### src/rtl/simd_pkg.sv
// Shared types for the data RAM port arbiter: owner states, requester ids and the RAM word layout.
package simd_pkg;
  localparam int VEC_DATA_LEN = 32;
  localparam int VEC_ELEMENTS = 4;

  typedef enum logic [1:0] {IDLE, PE_OWN, HOST_OWN} arb_state_t;
  typedef enum logic {REQ_PE, REQ_HOST} req_id_t;
  typedef logic [VEC_ELEMENTS-1:0][VEC_DATA_LEN-1:0] vec_t;
endpackage

### src/rtl/rd_return_tracker.sv
// Remembers which requester owns the read issued last cycle and steers RAM read data back to it.
// Each requester's rdata holds its last returned word until that requester's next rvalid.
module rd_return_tracker
  import simd_pkg::*;
#(
  parameter int W = VEC_ELEMENTS * VEC_DATA_LEN
) (
  input  logic         clk,
  input  logic         rstn,
  input  logic         rd_gnt,
  input  req_id_t      rd_id,
  input  logic [W-1:0] ram_rdata,
  output logic         pe_rvalid,
  output logic [W-1:0] pe_rdata,
  output logic         host_rvalid,
  output logic [W-1:0] host_rdata
);
  logic         rd_vld_q, rd_vld_d;
  req_id_t      rd_id_q, rd_id_d;
  logic [W-1:0] pe_hold_q, pe_hold_d;
  logic [W-1:0] host_hold_q, host_hold_d;

  always_comb begin
    rd_vld_d    = rd_gnt;
    rd_id_d     = rd_id;
    // Reset asserted while a read is in flight must suppress its return.
    pe_rvalid   = rstn && rd_vld_q && (rd_id_q == REQ_PE);
    host_rvalid = rstn && rd_vld_q && (rd_id_q == REQ_HOST);
    pe_hold_d   = pe_rvalid ? ram_rdata : pe_hold_q;
    host_hold_d = host_rvalid ? ram_rdata : host_hold_q;
    pe_rdata    = pe_hold_d;
    host_rdata  = host_hold_d;
  end

  always_ff @(posedge clk) begin
    if (!rstn) begin
      rd_vld_q    <= 1'b0;
      rd_id_q     <= REQ_PE;
      pe_hold_q   <= '0;
      host_hold_q <= '0;
    end else begin
      rd_vld_q    <= rd_vld_d;
      rd_id_q     <= rd_id_d;
      pe_hold_q   <= pe_hold_d;
      host_hold_q <= host_hold_d;
    end
  end
endmodule

### src/rtl/dram_port_arbiter.sv
// Shares one single-port data RAM between the PE path and the host loader; grants are same-cycle, reads return 1 cycle later.
// Optional host starvation guard is enabled by defining ARB_STARVE_GUARD_EN.
module dram_port_arbiter
  import simd_pkg::*;
#(
  parameter int DATA_LEN     = VEC_DATA_LEN,
  parameter int PE_ELEMENTS  = VEC_ELEMENTS,
  parameter int DRAM_DEPTH   = 256,
  parameter int STARVE_LIMIT = 8,
  localparam int ADDR_W      = $clog2(DRAM_DEPTH),
  localparam int W           = PE_ELEMENTS * DATA_LEN
) (
  input  logic              clk,
  input  logic              rstn,
  input  logic              pe_busy,
  input  logic              pe_req,
  input  logic              pe_we,
  input  logic [ADDR_W-1:0] pe_addr,
  input  logic [W-1:0]      pe_wdata,
  output logic              pe_gnt,
  output logic              pe_rvalid,
  output logic [W-1:0]      pe_rdata,
  input  logic              host_req,
  input  logic              host_we,
  input  logic [ADDR_W-1:0] host_addr,
  input  logic [W-1:0]      host_wdata,
  input  logic              host_lock,
  output logic              host_gnt,
  output logic              host_rvalid,
  output logic [W-1:0]      host_rdata,
  output logic              ram_en,
  output logic              ram_we,
  output logic [ADDR_W-1:0] ram_addr,
  output logic [W-1:0]      ram_wdata,
  input  logic [W-1:0]      ram_rdata,
  output logic [15:0]       conflict_cnt
);
  if (STARVE_LIMIT < 1) begin : g_bad_starve_limit
    $error("STARVE_LIMIT must be at least 1");
  end

  arb_state_t state_q, state_d;
  req_id_t    rr_ptr_q, rr_ptr_d;
  logic [15:0] conflict_cnt_q, conflict_cnt_d;
  logic       pe_win, host_win;
  logic       starve_force;

`ifdef ARB_STARVE_GUARD_EN
  localparam int STARVE_W = $clog2(STARVE_LIMIT + 1);
  logic [STARVE_W-1:0] starve_cnt_q, starve_cnt_d;

  assign starve_force = host_req && (starve_cnt_q == STARVE_W'(STARVE_LIMIT));

  always_comb begin
    starve_cnt_d = (host_req && !host_gnt) ? starve_cnt_q + 1'b1 : '0;
  end

  always_ff @(posedge clk) begin
    if (!rstn) starve_cnt_q <= '0;
    else       starve_cnt_q <= starve_cnt_d;
  end
`else
  assign starve_force = 1'b0;
`endif

  always_comb begin
    pe_win   = 1'b0;
    host_win = 1'b0;
    if (starve_force) begin
      host_win = 1'b1;
    end else if (pe_busy) begin
      pe_win   = pe_req;
      host_win = host_req && !pe_req;
    end else if (state_q == HOST_OWN && host_lock && host_req) begin
      host_win = 1'b1;
    end else if (pe_req && host_req) begin
      // rr_ptr names the last contended winner; the other side goes next.
      pe_win   = (rr_ptr_q == REQ_HOST);
      host_win = (rr_ptr_q == REQ_PE);
    end else begin
      pe_win   = pe_req;
      host_win = host_req;
    end
    pe_gnt   = rstn && pe_win;
    host_gnt = rstn && host_win;

    state_d = pe_gnt ? PE_OWN : (host_gnt ? HOST_OWN : IDLE);

    rr_ptr_d = rr_ptr_q;
    if (!pe_busy && pe_req && host_req) rr_ptr_d = host_gnt ? REQ_HOST : REQ_PE;

    conflict_cnt_d = conflict_cnt_q;
    if (pe_req && host_req && conflict_cnt_q != 16'hFFFF) conflict_cnt_d = conflict_cnt_q + 16'd1;

    ram_en    = pe_gnt || host_gnt;
    ram_we    = 1'b0;
    ram_addr  = '0;
    ram_wdata = '0;
    if (pe_gnt) begin
      ram_we    = pe_we;
      ram_addr  = pe_addr;
      ram_wdata = pe_wdata;
    end else if (host_gnt) begin
      ram_we    = host_we;
      ram_addr  = host_addr;
      ram_wdata = host_wdata;
    end
  end

  always_ff @(posedge clk) begin
    if (!rstn) begin
      state_q        <= IDLE;
      rr_ptr_q       <= REQ_PE;
      conflict_cnt_q <= '0;
    end else begin
      state_q        <= state_d;
      rr_ptr_q       <= rr_ptr_d;
      conflict_cnt_q <= conflict_cnt_d;
    end
  end

  assign conflict_cnt = conflict_cnt_q;

  rd_return_tracker #(.W(W)) u_rd_return_tracker (
    .clk        (clk),
    .rstn       (rstn),
    .rd_gnt     (ram_en && !ram_we),
    .rd_id      (host_gnt ? REQ_HOST : REQ_PE),
    .ram_rdata  (ram_rdata),
    .pe_rvalid  (pe_rvalid),
    .pe_rdata   (pe_rdata),
    .host_rvalid(host_rvalid),
    .host_rdata (host_rdata)
  );
endmodule

### config.mk
export PLATFORM = sky130hd
export DESIGN_NAME = dram_port_arbiter
export DESIGN_NICKNAME = d
export VERILOG_FILES = /design/src/rtl/simd_pkg.sv /design/src/rtl/rd_return_tracker.sv /design/src/rtl/dram_port_arbiter.sv
export SDC_FILE = /design/constraint.sdc
export NUM_CORES = 1
export LEC_CHECK = 0
export BUFFER_PORTS_ARGS = -buffer_cell sky130_fd_sc_hd__buf_2
export CAP_MARGIN = 20
export CORE_AREA = 2 2 321 323
export DETAILED_ROUTE_END_ITERATION = 10
export DIE_AREA = 0 0 323 325
export GPL_TIMING_DRIVEN = 1
export HOLD_SLACK_MARGIN = 0.1
export SYNTH_ARGS = -nofsm -noshare
export SYNTH_HDL_FRONTEND = slang
export SYNTH_SLANG_ARGS = --single-unit
export TNS_END_PERCENT = 5
### constraint.sdc
create_clock -name clk -period 3.4 [get_ports clk]
set_input_delay 0 -clock clk [delete_from_list [all_inputs] [get_ports clk]]
set_output_delay 0 -clock clk [all_outputs]
set_load 0.03 [all_outputs]
==> flow_metrics.tcl <==
set metrics [dict create \
    status "finished, final reports clean" \
    hold-path-endpoint "u_rd_return_tracker.host_hold_q[119]$_SDFF_PN0_" \
    max-clock-path-buffers 3 \
    max-vdd-ir-drop_v 0.000247 \
    wl_mm 89.5 \
    i_o_buffers 821 \
    r2r_cells 6 \
    grt.met2_usage 0.314 \
    pwrdens_nw_per_um2 437 \
    die_height_um 325 \
    syn_avg_cell_area_um2 11.0 \
    die_w_um 323 \
    globalRoute.totalOverflow 0 \
    finalNetCount 2444 \
    dp_hpwl_mm 75.9 \
    min_period_over_period 0.919 \
    synth.distinct_cells 41 \
    fillerInstances 11300 \
    antenna_found_initial 79 \
    floorplan.initialDensity 0.121 \
    wl_per_cell_um 25.9 \
    grt_met1_use 0.142 \
    ys_dominant_reg_cell "dfxtp_1" \
    endpoint_kind "output pin" \
    gp_congestion 0.938 \
    tightestPinTransition_ps 872 \
    groute.usage.overall 0.162 \
    met3_usage 0.0422 \
    firstDrtPassIters 5 \
    floorplan.io_pins 822 \
    placed_cells_incl_taps 3225 \
    worst_clock_skew_ps 45.9 \
    clock-sinks 277 \
    design_area_um2 20500 \
    drtAntennaViolNets 0 \
    first_pass_grt_wire_length_mm 113 \
    insertion_delay_ps 590 \
    post_synthesis_cells 1112 \
    achievable-frequency_mhz 320 \
    hold_path_class "in -> reg" \
    static-leakage-power_nw 10.2 \
    syn_nets 1521 \
    num_vias 12900 \
    first_global_vias 12400 \
    final_layout_size_suffix_gt1_frac 0.561 \
    synth-warning-count 0 \
    tritoncts_clock_tree "done" \
    hold_viol 0 \
    row_count 117 \
    setup-tns-final_ps 0 \
    post-route-min-period_ps 3120 \
    grt_setup_unrepaired "no" \
    criticalPathCategory "reg -> out" \
    syn2layout_area_growth_pct 67.8 \
    min_path_cells 4 \
    syn-cell-area_um2 12200 \
    timing.rr.end "conflict_cnt[15]$_SDFFE_PN0P_" \
    cts_inserted_buffers 36 \
    worstPathRequired_ps 3400 \
    synth.yosys.seq_area_share 0.454 \
    core_region_area_um2 101000 \
    register_area_um2 5550 \
    worst_hold_start "ram_rdata[119]" \
    timing.reg2reg.setup_slack_ps 1220 \
    setup-violations-final 0 \
    post-cts-setup-buffer-count 0 \
    htree_levels 2 \
    post_layout_nonfiller_instances 3459 \
    synth_enable_flop_cells 0 \
    cp.arrival_ps 3120 \
    worst_slew_margin_rel 0.419 \
    critical_path.max_fanout 139 \
    post_dp_cell_area_um2 17900 \
    cts_root_buf "clkbuf_16" \
    yosys_register_bits 277 \
    first_iter_violations 670 \
    worst_setup_path_start_kind "register" \
    drcViolationCount 0 \
    synthArstFlopShare 0 \
    multi_input_area_um2 6300 \
    post_drt_via_cell_ratio 3.73 \
    power_mw 8.96 \
    global_route.peak_usage_layer "met2" \
    number_of_max_slew_violations_in_the_final_report 0 \
    clk_pin_slew_worst_paths_ps 60 \
    rr_startpoint "conflict_cnt[0]$_SDFFE_PN0P_" \
    max_cap_violations 0 \
    die_area_um2 105000 \
    grt_start_max_net_pins 140 \
]
worst max path at each step:
stage	start	end	slack (ps)	cells past startpoint
floorplan	conflict_cnt[0]$_SDFFE_PN0P_	conflict_cnt[1]$_SDFFE_PN0P_	1390	7
global placement	rr_ptr_q$_SDFFE_PN0P_	ram_wdata[66]	710	6
detailed placement	state_q[0]$_SDFF_PN0_	ram_wdata[66]	720	6
CTS	state_q[0]$_SDFF_PN0_	ram_wdata[66]	50	6
global route	state_q[0]$_SDFF_PN0_	ram_wdata[102]	200	6
finish	state_q[0]$_SDFF_PN0_	ram_wdata[101]	280	6
per-layer routing:
metal,wire (um),vias up
met3,5960,231
met5,179,-
met1,27700,6180
met2,49000,648
met4,6740,30
li1,-,5813
layout make-up:
class / count / area share
clock inverters: 13 / 0.00568
well taps: 1368 / 0.0835
repair buffers: 975 / 0.278
multi-input cells: 742 / 0.308
flip-flops and latches: 277 / 0.271
clock buffers: 51 / 0.0507
inverters: 3 / 0.000550
diodes: 30 / 0.00366
sequential cells by signal, indices dropped and copies added (netlist names):
name and count:
u_rd_return_tracker.rd_vld_q 1, u_rd_return_tracker.host_hold_q 128, state_q 2, conflict_cnt 16
rr_ptr_q 1, u_rd_return_tracker.pe_hold_q 128, u_rd_return_tracker.rd_id_q 1
cells by family after synthesis:
group,count (synthesis),synth area share
xor+xnor,2,0.00143
fa+ha+maj,1,0.00102
compound gates,170,0.116
flops,277,0.454
simple gates,310,0.157
mux,259,0.239
buf+inv,93,0.0326
what timing repair did:
item                                    in CTS  in global routing
endpoints found under the hold margin      270                  0
endpoints found under the setup margin       0                  1
gates resized for setup                      0                  1
hold buffers                               140                  0
metrics by stage:
stage	hold WS, ps	setup slack (ps)	utilization
floorplan	177	1390	-
global placement	362	707	0.176
detailed placement	361	716	0.176
CTS	255	46.6	0.201
global route	308	203	0.202
finish	316	277	0.202
power breakdown:
part | total [mW] | internal (mW) | switching (mW)
Combinational | 1.84 | 0.654 | 1.18
Sequential | 3.33 | 3.31 | 0.0166
Clock | 3.80 | 2.22 | 1.58
Total | 8.96 | 6.18 | 2.78
critical path: stages (launching register included):
cell and delay, ps:
dfxtp_1 300, nand3b_1 190, a21oi_2 370, o21a_4 210
buf_12 380, a22o_1 540, buf_2 280
synth_stat cells, types with 2 or more instances:
cell,number,area share
mux2_2,256,0.24
dfxtp_1,277,0.45
or4_1,5,0.0031
and2_1,257,0.13
clkbuf_1,50,0.015
nand2b_1,4,0.0020
nand3_1,4,0.0016
mux2i_1,3,0.0025
buf_1,3,0.00092
or3_1,7,0.0036
xor2_1,2,0.0014
nand2_1,9,0.0028
o21a_1,3,0.0018
nor2_1,9,0.0028
a21oi_1,12,0.0049
nand4_1,4,0.0020
buf_2,36,0.015
o31ai_1,5,0.0031
or2_2,2,0.0010
o21ai_1,5,0.0020
a22o_1,137,0.098
o21ai_0,2,0.00082
inv_1,2,0.00062
placed cells by master (no fill, tap or decap), types with 2 or more instances in the layout:
| master | instances |
|---|---|
| buf_2 | 820 |
| dfxtp_1 | 277 |
| and2_1 | 257 |
| mux2_2 | 256 |
| dlygate4sd3_1 | 140 |
| a22o_1 | 137 |
| clkbuf_16 | 37 |
| diode_2 | 30 |
| a21oi_1 | 12 |
| nand2_1 | 9 |
| clkbuf_1 | 8 |
| buf_4 | 8 |
| or3_1 | 7 |
| nor2_1 | 7 |
| clkbuf_8 | 6 |
| o31ai_1 | 5 |
| or4_1 | 5 |
| o21ai_1 | 5 |
| clkinv_2 | 5 |
| buf_12 | 5 |
| nand2b_1 | 4 |
| nand4_1 | 4 |
| clkinv_4 | 4 |
| nand3_1 | 3 |
| mux2i_1 | 3 |
| inv_6 | 3 |
| nor2_4 | 2 |
| inv_1 | 2 |
| or2_2 | 2 |
| o21ai_0 | 2 |
| xor2_1 | 2 |
| o21a_1 | 2 |
| buf_6 | 2 |
Power figures use the tool's default switching activity.
